==> src/rtl/ps2_alloc_tracker.sv <==
// rtl/ps2_alloc_tracker.sv - dual-port slot allocator (port 0 low end, port 1 high end) with busy tracking
// Optional: define ALLOC_ROTATE_EN for a round-robin search start pointer.
module ps2_alloc_tracker #(
  parameter int N    = 8,
  parameter int IDXW = $clog2(N)
) (
  input  logic            clock,
  input  logic            reset,
  input  logic            flush,
  input  logic [1:0]      alloc_req,
  input  logic [N-1:0]    free_en,
  output logic [1:0]      alloc_gnt,
  output logic [IDXW-1:0] alloc_idx0,
  output logic [IDXW-1:0] alloc_idx1,
  output logic [N-1:0]    busy,
  output logic [IDXW:0]   free_count,
  output logic            full,
  output logic            empty
);

  logic            found0;
  logic            found1;
  logic [IDXW-1:0] scan0;
  logic [IDXW-1:0] scan1;
  logic [N-1:0]    busy_next;
  logic [IDXW:0]   released;
  logic [IDXW:0]   count_next;

`ifdef ALLOC_ROTATE_EN
  logic [IDXW-1:0] ptr;
  logic [IDXW-1:0] ptr_m1;

  assign ptr_m1 = ptr - IDXW'(1);

  // Port 1 walks the same ring in reverse, so it only collides with port 0 when one entry is free.
  always_comb begin
    found0 = 1'b0;
    found1 = 1'b0;
    scan0  = '0;
    scan1  = '0;
    for (int k = N - 1; k >= 0; k--) begin
      if (!busy[ptr + IDXW'(k)]) begin
        found0 = 1'b1;
        scan0  = ptr + IDXW'(k);
      end
      if (!busy[ptr_m1 - IDXW'(k)]) begin
        found1 = 1'b1;
        scan1  = ptr_m1 - IDXW'(k);
      end
    end
  end
`else
  // Last hit wins: descending loop leaves the lowest free index, ascending the highest.
  always_comb begin
    found0 = 1'b0;
    found1 = 1'b0;
    scan0  = '0;
    scan1  = '0;
    for (int k = N - 1; k >= 0; k--) begin
      if (!busy[k]) begin
        found0 = 1'b1;
        scan0  = IDXW'(k);
      end
    end
    for (int k = 0; k < N; k++) begin
      if (!busy[k]) begin
        found1 = 1'b1;
        scan1  = IDXW'(k);
      end
    end
  end
`endif

  always_comb begin
    alloc_gnt  = 2'b00;
    alloc_idx0 = '0;
    alloc_idx1 = '0;
    if (!reset) begin
      if (alloc_req[0] && found0) begin
        alloc_gnt[0] = 1'b1;
        alloc_idx0   = scan0;
      end
      if (alloc_req[1] && found1 && !(alloc_gnt[0] && (scan1 == scan0))) begin
        alloc_gnt[1] = 1'b1;
        alloc_idx1   = scan1;
      end
    end
  end

  always_comb begin
    busy_next = busy & ~free_en;
    if (alloc_gnt[0]) busy_next[alloc_idx0] = 1'b1;
    if (alloc_gnt[1]) busy_next[alloc_idx1] = 1'b1;
    released = '0;
    for (int i = 0; i < N; i++) begin
      released = released + (IDXW+1)'(free_en[i] & busy[i]);
    end
    count_next = free_count + released
               - (IDXW+1)'(alloc_gnt[0]) - (IDXW+1)'(alloc_gnt[1]);
  end

  always_ff @(posedge clock or posedge reset) begin
    if (reset) begin
      busy       <= '0;
      free_count <= (IDXW+1)'(N);
    end else if (flush) begin
      busy       <= '0;
      free_count <= (IDXW+1)'(N);
    end else begin
      busy       <= busy_next;
      free_count <= count_next;
    end
  end

`ifdef ALLOC_ROTATE_EN
  always_ff @(posedge clock or posedge reset) begin
    if (reset) begin
      ptr <= '0;
    end else if (flush) begin
      ptr <= '0;
    end else if (alloc_gnt[0]) begin
      ptr <= alloc_idx0 + IDXW'(1);
    end
  end
`endif

  assign full  = (free_count == '0);
  assign empty = (free_count == (IDXW+1)'(N));

endmodule

==> config.mk <==
export PLATFORM = sky130hd
export DESIGN_NAME = ps2_alloc_tracker
export DESIGN_NICKNAME = d
export VERILOG_FILES = /design/src/rtl/ps2_alloc_tracker.sv
export SDC_FILE = /design/constraint.sdc
export NUM_CORES = 1
export LEC_CHECK = 0
export ABC_CLOCK_PERIOD_IN_PS = 4300
export BUFFER_PORTS_ARGS = -buffer_cell sky130_fd_sc_hd__buf_4
export CORE_AREA = 2 2 62 64
export CTS_BUF_LIST = sky130_fd_sc_hd__clkbuf_16
export DETAILED_ROUTE_END_ITERATION = 10
export DIE_AREA = 0 0 64 66
export PLACE_DENSITY = 0.59
export SKIP_CTS_REPAIR_TIMING = 1
export SLEW_MARGIN = 20
export SYNTH_ARGS = -nofsm -noshare
export SYNTH_HDL_FRONTEND = slang
export SYNTH_SLANG_ARGS = --single-unit
export TNS_END_PERCENT = 5
==> constraint.sdc <==
create_clock -name clock -period 4.3 [get_ports clock]
set_input_delay 0.645 -clock clock [delete_from_list [all_inputs] [get_ports clock]]
set_output_delay 0.645 -clock clock [all_outputs]
set_load 0.01 [all_outputs]
==> metrics.md, run 1 <==
| Metric | Value |
|---|---|
| Minimum setup slack among reg-to-reg paths | 0.18 ns |
| Startpoint of the worst-slack reg-to-reg timing path | busy[4] |
| Core box area | 0.00355 mm2 |
| Antenna-violating nets left | 0 |
| Final WL | 3600 um |
| Clock Pin Slew Worst Setup and Hold Paths | 0.04 ns |
| Run status | completed |
| Via count of the first global-routing pass | 1160 |
| Slew at the pin closest to its max-slew limit | 0.575 ns |
| Final critical delay including setup and external delays | 4.12 ns |
| CTS tree | done |
| Static leakage | 0.780 nW |
| Initial detailed-routing violation count | 72 |
| Number of unique standard cell types used by synthesis | 40 |
| Wire length of the first global-routing pass | 5630 um |
| GRT Total Usage | 0.177 |
| Io pins | 35 |
| Largest net degree at the start of global routing | 16 |
| Number of I/O port buffers | 34 |
| Overall die height | 66 um |
| Cell area after synthesis | 0.00121 mm2 |
| Number of iterations in the first detailed-routing pass | 4 |
| Fin util | 0.481 |
| Clock latency on the worst-skew pair | 0.24 ns |
| Highest clock frequency the design can meet | 243 MHz |
| Remaining Overflow, GRT | 0 |
| Die Wd | 64 um |
| Number of H-tree branching levels | 1 |
| Total of flip-flops plus latches after synthesis | 12 |
| Footprint of the multi-input gates | 855 um2 |
| Total setup violations reported at the end of the flow | 0 |
| CTS buffer count | 3 |
| Worst setup path class | reg2reg |
| Hold slack final | 0.458 ns |
| Total via count after detailed routing | 1207 |
| Nets | 217 |
| Data arrival time of the critical path | 4.24 ns |
| Average instance area after synthesis | 8.35 um2 |
| Number of enable flip-flop cells after synthesis | 0 |
| Fill cells | 347 |
| Die footprint | 0.00422 mm2 |
| Post-DP HPWL | 2820 um |
| Source of the critical timing path | busy[4] |
| Final cycle utilization of the critical path | 0.957 |
| Storage cell area | 310 um2 |
| Type of element launching the critical path | flip-flop |
| Max Slew Vio Count | 0 |
| Dominant synthesized flop cell | dfrtp_1 |
| Drt drc | 0 |
| CP endpoint | free_count[2] |
| Wire length per cell | 15.1 um |
| Final cell count without fillers | 238 |
| Ant. Diodes | 0 |
| Hold Violations, Final | 0 |
| Most common library cell in the layout ignoring fill and taps | buf_4 |
| Maximum buffer depth of the clock tree | 2 |
| Worst r2r dst | free_count[2] |
| Register area share after synthesis | 0.249 |
| Effective utilization at floorplan | 0.341 |
| Required time at the endpoint of the critical path | 4.43 ns |
| Vias per cell | 5.07 |
| Depth of the worst register-to-register path | 12 |
| Number of cell rows | 22 |
| Share of post-route cells with drive strength above 1 | 0.363 |
| Gate count of the mapped netlist | 145 |
| Async set-or-reset flop fraction in the synthesized netlist | 1.00 |
| Total power consumption of the routed design | 0.506 mW |
| Most frequent cells in the layout | buf_4 (46), nand2_1 (22), inv_1 (16), nor2_1 (10) |
| Worst hold path type | in2async |
| Critical Path Sink Type | flip-flop |
| Power per cell area | 296 mW/mm2 |
| Yosys warning count | 0 |
| Area Overhead vs Synth | 41.1% |
| CP max FO | 9 |
| Routability congestion estimate | 0.906 |
| Setup skew after layout | 0.00171 ns |
| Root buffer selected by CTS | clkbuf_16 |
| Clock Sink Count | 12 |
| Synth Net Count | 171 |
| Relative slew margins | 0.615 |
| Post-Place Cells | 229 |
| Initial antenna violation count | 0 |
| IR Drop Worst-Case VDD | 0.151 mV |
| Max-cap violations | 0 |
==> critical path, stage by stage (launching register included) <==
cell	delay (ns)
dfrtp_2	0.46
buf_4	0.16
o221ai_2	0.18
nand2_1	0.14
xnor2_2	0.28
a31oi_2	0.17
fa_1	0.53
fa_1	0.52
fa_1	0.52
fa_1	0.45
fa_1	0.39
xor2_1	0.15
nor2_1	0.05
==> cell families (layout without fill, tap and decap cells) <==
kind of cell               Yosys count  after routing  share of synthesized area
buffers and inverters               21             66                     0.0713
adders and majority gates           13             13                      0.178
xor gates and xnor gates             5              5                     0.0362
and+or+nand+nor                     64             64                      0.269
DFF                                 12             12                      0.249
AOI/OAI and AO/OA                   28             28                      0.180
muxes                                2              2                     0.0176
==> worst min path at each step <==
stage	startpoint	end	slack, ns
floorplan	reset	busy[0]	0.53
global placement	busy[7]	busy[7]	0.67
detailed placement	busy[7]	busy[7]	0.68
CTS	reset	busy[7]	0.47
global route	reset	free_count[2]	0.49
finish	reset	busy[7]	0.46
==> power by group <==
| group | internal [mW] | switching [mW] | total (mW) |
|---|---|---|---|
| clock | 0.123 | 0.0516 | 0.174 |
| combinational | 0.0952 | 0.0968 | 0.192 |
| sequential | 0.130 | 0.0103 | 0.140 |
| total | 0.348 | 0.159 | 0.506 |
==> metrics by stage <==
| step | cell area (um2) | setup TNS (ns) | setup WS [ns] |
|---|---|---|---|
| after detailed placement | 1550 | 0 | 0.109 |
| after global routing | 1710 | -0.0116 | -0.0116 |
| after global placement | 1550 | 0 | 0.135 |
| after CTS | 1630 | 0 | 0.0786 |
| final | 1710 | 0 | 0.183 |
| after floorplan | 1210 | 0 | 0.0443 |
==> Yosys cell counts (2+ instances only) <==
master,count,share of area
and4_1,2,0.014
o22ai_1,6,0.031
buf_2,3,0.012
nor4_1,3,0.015
a31oi_1,3,0.015
xor2_1,2,0.014
a22oi_1,2,0.012
nor2b_1,5,0.026
a311oi_1,2,0.014
and3_1,3,0.015
dfrtp_1,11,0.23
a21oi_1,6,0.025
nor2_1,10,0.031
inv_1,16,0.050
nor3b_1,2,0.012
nand2_1,24,0.074
a211oi_4,2,0.033
nand2b_1,3,0.015
fa_1,7,0.12
nand3_1,2,0.0083
and2_1,5,0.026
xnor2_1,3,0.022
ha_1,6,0.062
==> registers in the layout (all words and copies together) (netlist names) <==
name	count
free_count	4
busy	8
==> layout make-up <==
type                    instances  share of cell area
multi-input cells             112               0.500
repair buffers                 46               0.202
flip-flops and latches         12               0.182
clock buffers                   3              0.0439
inverters                      16              0.0351
well taps                      48              0.0351
clock inverters                 1             0.00220
==> per-layer routing <==
metal  track usage  vias to the layer above  share of wire
met3        0.0187                        5          0.039
met2         0.275                       41           0.47
met4        0.0571                        0          0.012
li1              -                      583              -
met5             0                        -              0
met1         0.257                      578           0.48
Note: power is estimated with default switching activity, not from simulation.
==> run 2: changes to the inputs <==
CELL_PAD_IN_SITES_DETAIL_PLACEMENT = 0   (was not set)
CELL_PAD_IN_SITES_GLOBAL_PLACEMENT = 2   (was not set)
CORE_AREA = 2 2 72 74   (was 2 2 62 64)
DIE_AREA = 0 0 74 76   (was 0 0 64 66)
PLACE_DENSITY = 0.72   (was 0.59)
SETUP_SLACK_MARGIN = 0.1   (was not set)
==> run 2 against run 1 <==
Effect of this change: wire length up 9.3%; count of clock-buffer cells in the layout unchanged; register-to-register slack better by 0.05 ns; non-clock buffer count up 2; clock power up 3%; critical endpoint unchanged; total power up 0.67%; sequential share of layout area down 0.43 points; setup slack better by 0.046 ns; clock skew up 0.0039 ns.
==> metrics.md, run 2 (synthesis gave the netlist of run 1 again) <==
| Metric | Value |
|---|---|
| Post-Place Cells | 252 |
| Required time at the endpoint of the critical path | 4.42 ns |
| Number of I/O port buffers | 34 |
| Total setup violations reported at the end of the flow | 0 |
| Fill cells | 488 |
| Post-DP HPWL | 2990 um |
| Max-cap violations | 0 |
| Die footprint | 0.00562 mm2 |
| Registers with the highest flip-flop counts | busy (8), free_count (4) |
| Clock Pin Slew Worst Setup and Hold Paths | 0.05 ns |
| GRT Total Usage | 0.142 |
| Static leakage | 0.812 nW |
| Power per cell area | 291 mW/mm2 |
| Clock Sink Count | 12 |
| Relative slew margins | 0.603 |
| Footprint of the multi-input gates | 851 um2 |
| IR Drop Worst-Case VDD | 0.123 mV |
| Die Wd | 74 um |
| Initial antenna violation count | 0 |
| Share of post-route cells with drive strength above 1 | 0.365 |
| Hold Violations, Final | 0 |
| Run status | completed |
| Remaining Overflow, GRT | 0 |
| Wire length per cell | 15.0 um |
| Effective utilization at floorplan | 0.247 |
| Max FFs per register | 8 |
| Final cell count without fillers | 262 |
| Area Overhead vs Synth | 44.5% |
| Final cycle utilization of the critical path | 0.947 |
| Highest clock frequency the design can meet | 246 MHz |
| CTS buffer count | 3 |
| Number of cell rows | 26 |
| Via count of the first global-routing pass | 1268 |
| Drt drc | 0 |
| Initial detailed-routing violation count | 82 |
| CTS tree | done |
| Setup TNS | 0 ns |
| Final critical delay including setup and external delays | 4.07 ns |
| Wire length of the first global-routing pass | 6200 um |
| Most common library cell in the layout ignoring fill and taps | buf_4 |
| Root buffer selected by CTS | clkbuf_16 |
| Overall die height | 76 um |
| Clock latency on the worst-skew pair | 0.24 ns |
| Max Slew Vio Count | 0 |
| Routability congestion estimate | 0.872 |
| Worst hold path type | in2async |
| Slew at the pin closest to its max-slew limit | 0.593 ns |
| Worst setup path class | reg2reg |
| Io pins | 35 |
| Number of iterations in the first detailed-routing pass | 4 |
| Maximum buffer depth of the clock tree | 2 |
| Unrepaired setup endpoints after global routing | false |
| Total via count after detailed routing | 1226 |
| Vias per cell | 4.68 |
| Depth of the worst register-to-register path | 12 |
| Antenna-violating nets left | 0 |
| Number of H-tree branching levels | 1 |
| Type of element launching the critical path | flip-flop |
| Data arrival time of the critical path | 4.19 ns |
| Critical Path Sink Type | flip-flop |
| Largest net degree at the start of global routing | 16 |
| Final WL | 3930 um |
| Register with the highest flop count | busy |
| Most frequent cells in the layout | buf_4 (46), nand2_1 (22), inv_1 (17), nor2_1 (10), dfrtp_2 (7) |
| Core box area | 0.00491 mm2 |
| Ant. Diodes | 0 |
| Storage cell area | 310 um2 |
| CP max FO | 8 |
| Setup skew after layout | 0.00563 ns |
| Nets | 219 |
## run 2: critical path: stages (launching register included)
cell     delay (ns)
dfrtp_2        0.45
nand2_2        0.12
xnor2_1        0.14
or3_4          0.37
nand2_1        0.15
a31oi_2        0.14
fa_1           0.53
fa_1           0.52
fa_1           0.52
fa_2           0.38
fa_1           0.39
xor2_1         0.19
nor2_1         0.06
## run 2: path summary, 6_finish.rpt
| check | startpoint | end | slack (ns) |
|---|---|---|---|
| worst min-delay path | reset | busy[3] | 0.46 |
| worst min register to register | busy[7] | busy[7] | 0.67 |
| max in group asynchronous | reset | free_count[3] | 3.59 |
| worst max-delay path | busy[5] | free_count[2] | 0.23 |
| worst max register to register | busy[5] | free_count[2] | 0.23 |
| min in group clock | busy[7] | busy[7] | 0.67 |
## run 2: final cells by class
type,instances,area share
multi-input cells,112,0.486
repair buffers,48,0.207
flip-flops and latches,12,0.177
well taps,70,0.0500
clock buffers,3,0.0429
inverters,16,0.0343
clock inverters,1,0.00214
## run 2: stage by stage
step	total power [mW]	worst slack [ns]	hold WS [ns]	cell area (um2)	util
global placement	0.332	0.132	0.675	1590	0.325
floorplan	0.256	0.110	0.526	1220	-
global route	0.548	0.0484	0.479	1750	0.356
detailed placement	0.332	0.0925	0.682	1590	0.325
CTS	0.514	0.0102	0.466	1670	0.341
finish	0.510	0.229	0.458	1750	0.356
## run 2: layer usage
layer	wire length [um]	track usage	up-vias
li1	-	-	589
met1	1650	0.178	604
met2	2050	0.251	31
met3	200	0.0159	2
met4	29	0.0382	0
met5	0	0	-
## run 2: power by group
group,switching (mW),leakage [nW],internal (mW)
combinational,0.0973,0.621,0.0940
clock,0.0558,0.0423,0.123
sequential,0.0101,0.149,0.130
